`src/rtl/usb_tx_pkg.sv`:
```
// Shared types and constants for the USB full-speed transmit serializer.
package usb_tx_pkg;

  typedef enum logic [2:0] {
    IDLE,
    SYNC,
    DATA,
    EOP_SE0,
    EOP_J
  } state_e;

  localparam int unsigned SYNC_BITS    = 8;
  localparam logic [7:0]  SYNC_PATTERN = 8'h80;

  // Line encodings as {dplus, dminus}
  localparam logic [1:0] LINE_J   = 2'b10;
  localparam logic [1:0] LINE_K   = 2'b01;
  localparam logic [1:0] LINE_SE0 = 2'b00;

  // NRZI: a 0 toggles J<->K, a 1 holds the current level
  function automatic logic [1:0] nrzi_next(input logic [1:0] line, input logic tx_bit);
    nrzi_next = tx_bit ? line : ((line == LINE_J) ? LINE_K : LINE_J);
  endfunction

endpackage

```
`src/rtl/usb_bit_strobe.sv`:
```
// Bit-period timer: counts 0..CLKS_PER_BIT-1 while enabled, strobes on the last count.
module usb_bit_strobe #(
  parameter int unsigned CLKS_PER_BIT = 8
) (
  input  logic clk,
  input  logic n_rst,
  input  logic en,
  input  logic clr,
  output logic bit_strobe_c
);

  localparam int unsigned    CNT_W   = (CLKS_PER_BIT > 1) ? $clog2(CLKS_PER_BIT) : 1;
  localparam logic [CNT_W-1:0] CNT_MAX = CNT_W'(CLKS_PER_BIT - 1);

  logic [CNT_W-1:0] cnt_q, cnt_d;

  always_comb begin
    cnt_d = cnt_q;
    if (clr) begin
      cnt_d = '0;
    end else if (en) begin
      cnt_d = (cnt_q == CNT_MAX) ? '0 : cnt_q + CNT_W'(1);
    end
  end

  assign bit_strobe_c = en & ~clr & (cnt_q == CNT_MAX);

  always_ff @(posedge clk or negedge n_rst) begin
    if (!n_rst) begin
      cnt_q <= '0;
    end else begin
      cnt_q <= cnt_d;
    end
  end

endmodule

```
`src/rtl/usb_tx_serializer.sv`:
```
// USB full-speed transmit serializer: SYNC, LSB-first data with bit stuffing,
// NRZI line coding and EOP, fed through a one-entry holding buffer.
module usb_tx_serializer
  import usb_tx_pkg::*;
#(
  parameter int unsigned CLKS_PER_BIT = 8,
  parameter int unsigned DATA_W       = 8,
  parameter int unsigned STUFF_LEN    = 6,
  parameter int unsigned EOP_SE0_BITS = 2
) (
  input  logic              clk,
  input  logic              n_rst,
  input  logic              start,
  input  logic [DATA_W-1:0] data_in,
  input  logic              data_last,
  input  logic              data_valid,
  output logic              data_ready,
  output logic              busy,
  output logic              underrun,
  output logic              dplus,
  output logic              dminus
);

  localparam int unsigned IDX_MAX0 = (DATA_W > SYNC_BITS) ? DATA_W : SYNC_BITS;
  localparam int unsigned IDX_MAX  = (EOP_SE0_BITS > IDX_MAX0) ? EOP_SE0_BITS : IDX_MAX0;
  localparam int unsigned IDX_W    = $clog2(IDX_MAX);
  localparam int unsigned STUFF_W  = $clog2(STUFF_LEN + 1);

  state_e              state_q, state_d;
  logic [IDX_W-1:0]    idx_q, idx_d;
  logic [DATA_W-1:0]   shift_q, shift_d;
  logic                last_q, last_d;
  logic [DATA_W-1:0]   hold_q, hold_d;
  logic                hold_last_q, hold_last_d;
  logic                hold_full_q, hold_full_d;
  logic [STUFF_W-1:0]  stuff_cnt_q, stuff_cnt_d;
  logic [1:0]          line_q, line_d;
  logic                busy_q, busy_d;
  logic                data_ready_q, data_ready_d;
  logic                underrun_q, underrun_d;

  logic                bit_strobe_c;
  logic                tx_go, tx_bit, load, eop_go, word_end;
  logic [1:0]          tx_base;
  logic [STUFF_W-1:0]  cnt_base;
  logic [IDX_W-1:0]    next_idx;

  usb_bit_strobe #(
    .CLKS_PER_BIT(CLKS_PER_BIT)
  ) u_bit_strobe (
    .clk         (clk),
    .n_rst       (n_rst),
    .en          (state_q != IDLE),
    .clr         (state_q == IDLE),
    .bit_strobe_c(bit_strobe_c)
  );

  assign next_idx = idx_q + IDX_W'(1);
  assign word_end = (state_q == SYNC) ? (idx_q == IDX_W'(SYNC_BITS - 1))
                                      : (idx_q == IDX_W'(DATA_W - 1));

  always_comb begin
    state_d      = state_q;
    idx_d        = idx_q;
    shift_d      = shift_q;
    last_d       = last_q;
    hold_d       = hold_q;
    hold_last_d  = hold_last_q;
    hold_full_d  = hold_full_q;
    stuff_cnt_d  = stuff_cnt_q;
    line_d       = line_q;
    underrun_d   = 1'b0;
    tx_go        = 1'b0;
    tx_bit       = 1'b0;
    tx_base      = line_q;
    cnt_base     = stuff_cnt_q;
    load         = 1'b0;
    eop_go       = 1'b0;

    if (data_valid && data_ready_q) begin
      hold_d      = data_in;
      hold_last_d = data_last;
      hold_full_d = 1'b1;
    end

    case (state_q)
      IDLE: begin
        if (start) begin
          state_d  = SYNC;
          idx_d    = '0;
          tx_go    = 1'b1;
          tx_bit   = SYNC_PATTERN[0];
          tx_base  = LINE_J;
          cnt_base = '0;
        end
      end
      SYNC, DATA: begin
        if (bit_strobe_c) begin
          // An inserted zero leaves the index and shifter untouched
          if (stuff_cnt_q == STUFF_W'(STUFF_LEN)) begin
            tx_go  = 1'b1;
            tx_bit = 1'b0;
          end else if (!word_end) begin
            idx_d = next_idx;
            tx_go = 1'b1;
            if (state_q == SYNC) begin
              tx_bit = SYNC_PATTERN[next_idx[2:0]];
            end else begin
              tx_bit  = shift_q[1];
              shift_d = shift_q >> 1;
            end
          end else if ((state_q == DATA) && last_q) begin
            eop_go = 1'b1;
          end else if (hold_full_q) begin
            load = 1'b1;
          end else begin
            underrun_d = 1'b1;
            eop_go     = 1'b1;
          end
        end
      end
      EOP_SE0: begin
        if (bit_strobe_c) begin
          if (idx_q == IDX_W'(EOP_SE0_BITS - 1)) begin
            state_d = EOP_J;
            line_d  = LINE_J;
          end else begin
            idx_d = next_idx;
          end
        end
      end
      EOP_J: begin
        if (bit_strobe_c) begin
          state_d     = IDLE;
          hold_full_d = 1'b0;
        end
      end
      default: begin
        state_d = IDLE;
        line_d  = LINE_J;
      end
    endcase

    if (load) begin
      state_d     = DATA;
      idx_d       = '0;
      shift_d     = hold_q;
      last_d      = hold_last_q;
      hold_full_d = 1'b0;
      tx_go       = 1'b1;
      tx_bit      = hold_q[0];
    end

    if (tx_go) begin
      line_d      = nrzi_next(tx_base, tx_bit);
      stuff_cnt_d = tx_bit ? cnt_base + STUFF_W'(1) : '0;
    end

    if (eop_go) begin
      state_d = EOP_SE0;
      idx_d   = '0;
      line_d  = LINE_SE0;
    end

    busy_d       = (state_d != IDLE);
    data_ready_d = busy_d & ~hold_full_d;
  end

  always_ff @(posedge clk or negedge n_rst) begin
    if (!n_rst) begin
      state_q      <= IDLE;
      idx_q        <= '0;
      shift_q      <= '0;
      last_q       <= 1'b0;
      hold_q       <= '0;
      hold_last_q  <= 1'b0;
      hold_full_q  <= 1'b0;
      stuff_cnt_q  <= '0;
      line_q       <= LINE_J;
      busy_q       <= 1'b0;
      data_ready_q <= 1'b0;
      underrun_q   <= 1'b0;
    end else begin
      state_q      <= state_d;
      idx_q        <= idx_d;
      shift_q      <= shift_d;
      last_q       <= last_d;
      hold_q       <= hold_d;
      hold_last_q  <= hold_last_d;
      hold_full_q  <= hold_full_d;
      stuff_cnt_q  <= stuff_cnt_d;
      line_q       <= line_d;
      busy_q       <= busy_d;
      data_ready_q <= data_ready_d;
      underrun_q   <= underrun_d;
    end
  end

  assign data_ready = data_ready_q;
  assign busy       = busy_q;
  assign underrun   = underrun_q;
  assign dplus      = line_q[1];
  assign dminus     = line_q[0];

endmodule

```
`config.mk`:
```
export PLATFORM = sky130hd
export DESIGN_NAME = usb_tx_serializer
export DESIGN_NICKNAME = d
export VERILOG_FILES = /design/src/rtl/usb_tx_pkg.sv /design/src/rtl/usb_bit_strobe.sv /design/src/rtl/usb_tx_serializer.sv
export SDC_FILE = /design/constraint.sdc
export NUM_CORES = 1
export LEC_CHECK = 0
export ABC_AREA = 1
export CELL_PAD_IN_SITES_DETAIL_PLACEMENT = 0
export CELL_PAD_IN_SITES_GLOBAL_PLACEMENT = 1
export CORE_UTILIZATION = 43
export DETAILED_ROUTE_END_ITERATION = 6
export GPL_ROUTABILITY_DRIVEN = 1
export PLACE_DENSITY_LB_ADDON = 0.1
export SETUP_SLACK_MARGIN = 0.3
export SYNTH_ARGS = -nofsm -noshare
export SYNTH_HDL_FRONTEND = slang
export SYNTH_SLANG_ARGS = --single-unit
```
`constraint.sdc`:
```
create_clock -name clk -period 2.4 [get_ports clk]
set_clock_uncertainty 0.05 [all_clocks]
set_input_delay 0.24 -clock clk [delete_from_list [all_inputs] [get_ports clk]]
set_output_delay 0.24 -clock clk [all_outputs]
set_load 0.01 [all_outputs]
```
; ---- Word level (Yosys, flattened, before mapping)
; Memory sizes are Yosys's and may differ from the RTL's.
; Index checks and enable logic that the tools add are counted.
[word_totals]
rom_bits = 8
n_memories = 1
reg_bits = 36
input_bits = 13
out_inout_bits = 5
word_cells = 129
[memory_table]
columns = memory, depth, word_bits, read_ports, rd_clocked_by_memory_dff, wr, line_no
row1 = (no name shown), 8, 1, 1, 0, 0, usb_tx_serializer.sv:107  ; tx_bit = SYNC_PATTERN[next_idx[2:0]];
[classes]
n_addsub = 3
n_reduce_logical = 14
n_eq_ne = 21
mux = 71
n_lt_le_gt_ge = 1
n_bitwise = 5
[op_table]
columns = op, n
row1 = 3-bit two-way mux, 20
row2 = 8-bit two-way mux, 6
row3 = 1-bit two-way mux, 33
row4 = "4-bit inequality test, second input constant", 8
row5 = 2-bit two-way mux, 8
row6 = "3-bit == test, second input constant", 4
row7 = 3-bit case mux with 4 select lines, 1
row8 = "3-bit by 1-bit adder with 3-bit output, second input constant", 3
row9 = 3-bit case mux with 3 select lines, 1
row10 = 7-bit AND reduction, 1
row11 = "3-bit by 1-bit == test with 1-bit output, second input constant", 2
row12 = "3-bit by 2-bit == test with 1-bit output, second input constant", 2
row13 = "2-bit inequality test, second input constant", 3
row14 = 2-bit nonzero test, 3
row15 = 3-bit nonzero test, 2
row16 = 5-bit AND reduction, 1
row17 = 5-bit nonzero test, 1
row18 = "3-bit by 4-bit < comparator with 1-bit output, second input constant", 1
row19 = 2-bit case mux with 2 select lines, 1
row20 = 4-bit OR reduction, 1
row21 = 1-bit AND, 3
row22 = 3-bit zero test, 1
row23 = "3-bit by 1-bit inequality test with 1-bit output, second input constant", 1
row24 = 3-bit AND reduction, 1
row25 = other kinds (5), 7

; ---- Longest topological paths before layout
[depth]
depth_word = 12
ltp_mapped = 12
ltp_nobuf = 12

; ---- By module
; A second synthesis with hierarchy kept.
[unflattened]
cells_unflattened = 216
hier_area_um2 = 1898.1
[modules_own_cells]
columns = module, cells_per_inst, area_each_um2, seq_area_each_um2, n_inst
row1 = usb_tx_serializer, 196, 1735.4, 802.0, 1
row2 = usb_bit_strobe, 20, 162.7, 75.1, 1

; ---- Least setup slack after synthesis
; No wires, ideal clock.
[synth_path]
path_kind = flip-flop to flip-flop
from = register u_bit_strobe.cnt_q[0]
to = register shift_q[2]
synth_period_minus_slack_ps = 1659
stages_incl_launch_ff = 12
setup_time_ps = 128
required_time_ps = 2222
arrival_time_ps = 1481
setup_slack_ps = 741
path_buffers = 1
path_cell_list = dfrtp_1 ha_1 ha_1 inv_1 a21oi_2 nand2_4 nor2_8 nand2_4 nand2_4 buf_8 nor2_2 a31oi_2
[synth_via]
elab_chain_len = 6
word_cells_on_any_way = 11
classes_between = eq/ne (4) / mux (3) / bitwise (1) / reduce/logical (3)
[synth_lines]
columns = element, line_no
row1 = from (decl), usb_bit_strobe.sv:15  ; logic [CNT_W-1:0] cnt_q, cnt_d;
row2 = from (signal assigned), usb_bit_strobe.sv:32  ; cnt_q <= cnt_d;
row3 = 3-bit == test *, usb_bit_strobe.sv:26  ; assign bit_strobe_c = en & ~clr & (cnt_q == CNT_MAX);
row4 = 1-bit AND *, usb_bit_strobe.sv:26
row5 = 1-bit two-way mux, usb_tx_serializer.sv:98  ; if (bit_strobe_c) begin
row6 = 1-bit two-way mux, usb_tx_serializer.sv:86  ; case (state_q)
row7 = 2-bit inequality test (no line) / 2-bit nonzero test (equally long branches), --
row8 = 5-bit AND reduction (no line), --
row9 = to (signal assigned), usb_tx_serializer.sv:186  ; shift_q <= shift_d;
row10 = to (decl), usb_tx_serializer.sv:31  ; logic [DATA_W-1:0] shift_q, shift_d;
; Every way passes the cells marked *; elsewhere a longest branch is shown, timed or not.
; A chain may end at the register's enable or synchronous reset.

; ---- Worst setup path in the final report
[layout_path]
from = register u_bit_strobe.cnt_q[0]
to = register line_q[1]
[layout_via]
elab_chain_len = 8
word_cells_on_any_way = 19
classes_between = eq/ne (4) / mux (13) / bitwise (1) / reduce/logical (1)
[layout_lines]
columns = element, line_no
row1 = 3-bit == test *, usb_bit_strobe.sv:26
row2 = 1-bit AND *, usb_bit_strobe.sv:26
row3 = "parallel branches: the longest is 6 deep, another holds 4-bit inequality test", --
row4 = to (signal assigned), usb_tx_serializer.sv:192  ; line_q <= line_d;
row5 = to (decl), usb_tx_serializer.sv:37  ; logic [1:0] line_q, line_d;
; Every way passes the cells marked *.

==> results by group <==
Place
  • Post-DP HPWL: 2.59 mm
  • Gp weighted congestion: 0.788
  • # port buffers: 17
  • Dpl cells: 264

STA
  • Highest clock rate: 545 MHz
  • RSZ-0062 raised after global routing: no
  • Max Slew Vio Count: 0
  • TNS Setup: 0 ps
  • Fin. Hold Viols: 0
  • Worst Tran Pin Value: 443 ps
  • Final setup viols: 0
  • Fin crit share: 0.765
  • Slew margin rel.: 0.705
  • Fin crit period: 1840 ps

Synth
  • Main area contributors after synthesis: dfrtp_1 46%, nand2_1 9.2%, mux2_2 5.5%
  • YS warnings: 0
  • Simple-Gate Fraction of Synth Area: 0.247
  • Avg Cell Area, Syn: 9.32 µm²
  • Seq cells post-synth: 35
  • Synth Instances: 197
  • Synth Area in Compound Gates: 0.106
  • Mux cell area share after synthesis: 0.0552
  • Synth top area share: 0.464
  • Largest area contributor in the netlist: dfrtp_1
  • Post-synth net total: 217
  • Synth Area in Adders: 0.0477
  • Post-synthesis sequential area ratio: 0.478
  • Main combinational cell family by area after synthesis: simple AND/OR/NAND/NOR gates
  • XOR/XNOR share of the synthesized area: 0.00477
  • Netlist cell types: 32
  • Netlist Area Pre-Place: 1840 µm²

Power and ir drop
  • Pwr Density: 786 nW/µm²
  • P_leak: 1.07 nW
  • Worst vdd ir: 0.000428 V

Final layout
  • Filler instances: 362
  • Non-filler cells, final: 272
  • Multi-input logic area: 847 µm²
  • Share of layout cells above drive strength 1: 0.216
  • Antenna cell count: 0
  • Fin nets: 241
  • Register area: 877 µm²
  • P&R area growth vs syn: 18.7%

Clock tree
  • Longest Clk Path Bufs: 2
  • Clock Pin Slew Worst Setup and Hold Paths: 70 ps
  • Post-CTS Setup Bufs: 0
  • Post-cts hold buffer count: 0
  • CTS buffer count: 5
  • H-tree Lvls: 2
  • Clk_lat worst skew: 280 ps
  • Sink Count: 35
  • TritonCTS clock tree: built
  • Post-CTS Resized: 0
  • Clk root buf: clkbuf_8

Worst setup path
  • FF-to-FF End: line_q[1]
  • Worst setup path end: line_q[1]
  • Cell mode on critical path: nand2_1
  • CP max FO: 6
  • WS Path Type: reg -> reg
  • Slowest CP cell: dfrtp_1
  • Worst setup EP type: flip-flop
  • Critical Path RT: 2570 ps
  • Worst reg2reg startpoint: u_bit_strobe.cnt_q[0]
  • Crit start category: flip-flop
  • Worst setup startpoint: u_bit_strobe.cnt_q[0]
  • Worst path cell trace: ha_1, ha_1, inv_1, a21oi_2, nand2_4, inv_2, nand2_1, nand2_1, a21oi_1, nand2_1, nand2_1
  • WP data arrival: 2000 ps
  • R2R setup slack: 560 ps
  • CP peak stage delay: 380 ps
  • Register-to-Register Path Depth: 11

Drt
  • Final ANT Viol Nets: 0
  • WL met3: 98 µm
  • Met1 Routed Length: 1.63 mm
  • Drt total wl: 3.50 mm
  • Routed via count: 1390
  • WL/cell: 12.9 µm
  • DRC Markers: 0
  • DR iter-0 viols: 51
  • DR pass1 iterations: 4
  • Met2 wire length: 1.72 mm
  • Post-DR vias/cell: 5.11
  • Top sig layer: met4

Global route
  • Total GRT Usage: 0.176
  • Initial antenna violation count: 0
  • Overflow after GRT: 0
  • Vias in the first global route: 1368
  • First-pass GRT wire length: 5.92 mm
  • Largest net degree at the start of global routing: 36

Floorplanning
  • Initial Utilization: 0.452
  • Die Footprint: 4530 µm²
  • # rows: 23
  • Core area: 4060 µm²
  • I/O pins: 18
  • Die Ht: 67.3 µm
  • Die X: 67.3 µm

Hold path
  • HP Class: in -> async

Job
  • Max-cap violations: 0

Status
  • Outcome: finished clean
-- stage by stage --
step	setup WS (ps)	total power, mW	hold slack, ps	utilization	area [µm²]
5_1_grt	402	1.81	368	0.537	2180
3_3_place_gp	602	1.17	372	0.508	2060
6_report	563	1.71	312	0.537	2180
3_5_place_dp	597	1.18	377	0.508	2060
4_1_cts	568	1.73	322	0.537	2180
2_1_floorplan	741	1.05	-106	-	1840
-- area by class of cell --
class,count,share of cell area
Clock buffer,6,0.0379
Clock inverter,2,0.0161
Inverter,25,0.0442
Multi-Input combinational cell,136,0.389
Sequential cell,35,0.403
Tap cell,50,0.0287
Timing Repair Buffer,18,0.0816
-- per-layer routing --
metal  global-route usage  vias to the layer above
li1                     -                      686
met1                0.213                      675
met2                0.300                       23
met3               0.0439                        6
met4               0.0638                        0
met5                    0                        -
-- Yosys cell counts --
cell type / count
a21boi_1: 1
a21oi_1: 6
a21oi_2: 1
a31oi_1: 1
a31oi_2: 4
buf_8: 1
dfrtp_1: 34
dfstp_2: 1
ha_1: 7
inv_1: 19
inv_2: 5
inv_4: 1
mux2_2: 9
nand2_1: 45
nand2_2: 2
nand2_4: 3
nand3_1: 13
nand3_2: 1
nand3b_4: 1
nor2_1: 13
nor2_2: 6
nor2_4: 1
nor2_8: 1
nor3_1: 2
nor3_2: 1
o211ai_2: 1
o21ai_0: 7
o21ai_1: 6
o21bai_1: 1
o31ai_1: 1
or2_2: 1
xor2_1: 1
-- how the worst min path moves through the flow --
stage	start	end	slack [ps]	cells after the start
2_1_floorplan	n_rst	busy	-110	0
3_5_place_dp	u_bit_strobe.cnt_q[0]	u_bit_strobe.cnt_q[0]	380	1
6_report	n_rst	u_bit_strobe.cnt_q[2]	310	2
4_1_cts	n_rst	u_bit_strobe.cnt_q[2]	320	2
3_3_place_gp	u_bit_strobe.cnt_q[0]	u_bit_strobe.cnt_q[0]	370	1
5_1_grt	n_rst	u_bit_strobe.cnt_q[0]	370	2
-- logic make-up after synthesis --
family	Yosys count
xor+xnor	1
compound gates	29
buf+inv	26
mux	9
flops	35
simple gates	90
fa+ha+maj	7
-- worst max-delay path, delay by kind of cell, from the launching register on --
kind	cells	cell delay [ps]
AO/OA/AOI/OAI	2	280
adder cells (fa/ha/maj)	2	410
buffers and inverters	2	160
flip-flops	1	380
AND/OR/NAND/NOR	5	490
-- power by group --
part	switching, mW	leakage [nW]	internal, mW
combinational	0.209	0.579	0.189
clock	0.203	0.0612	0.336
sequential	0.0674	0.428	0.708
total	0.480	1.07	1.23
-- cell usage in the layout (no fill, tap or decap), types with 2 or more instances in the layout --
master           netlist  routed
mux2_2                 9       9
inv_2                  5       5
a31oi_2                4       4
ha_1                   7       7
a21oi_1                6       6
nand2_1               45      45
nand2_4                3       3
dfrtp_1               34      34
nor2_2                 6       6
clkbuf_8               0       6
o21ai_0                7       7
o21ai_1                6       6
nand3_1               13      13
clkdlybuf4s50_1        0      17
inv_1                 19      19
nor2_1                13      13
nor3_1                 2       2
nand2_2                2       2
-- flip-flops by register name (all words and copies together), names as in the netlist --
register            cells
idx_q                   3
state_q                 3
stuff_cnt_q             3
line_q                  2
hold_full_q             1
data_ready              1
shift_q                 7
hold_last_q             1
busy                    1
u_bit_strobe.cnt_q      3
hold_q                  8
underrun                1
last_q                  1
Note: power is estimated with default switching activity, not from simulation.
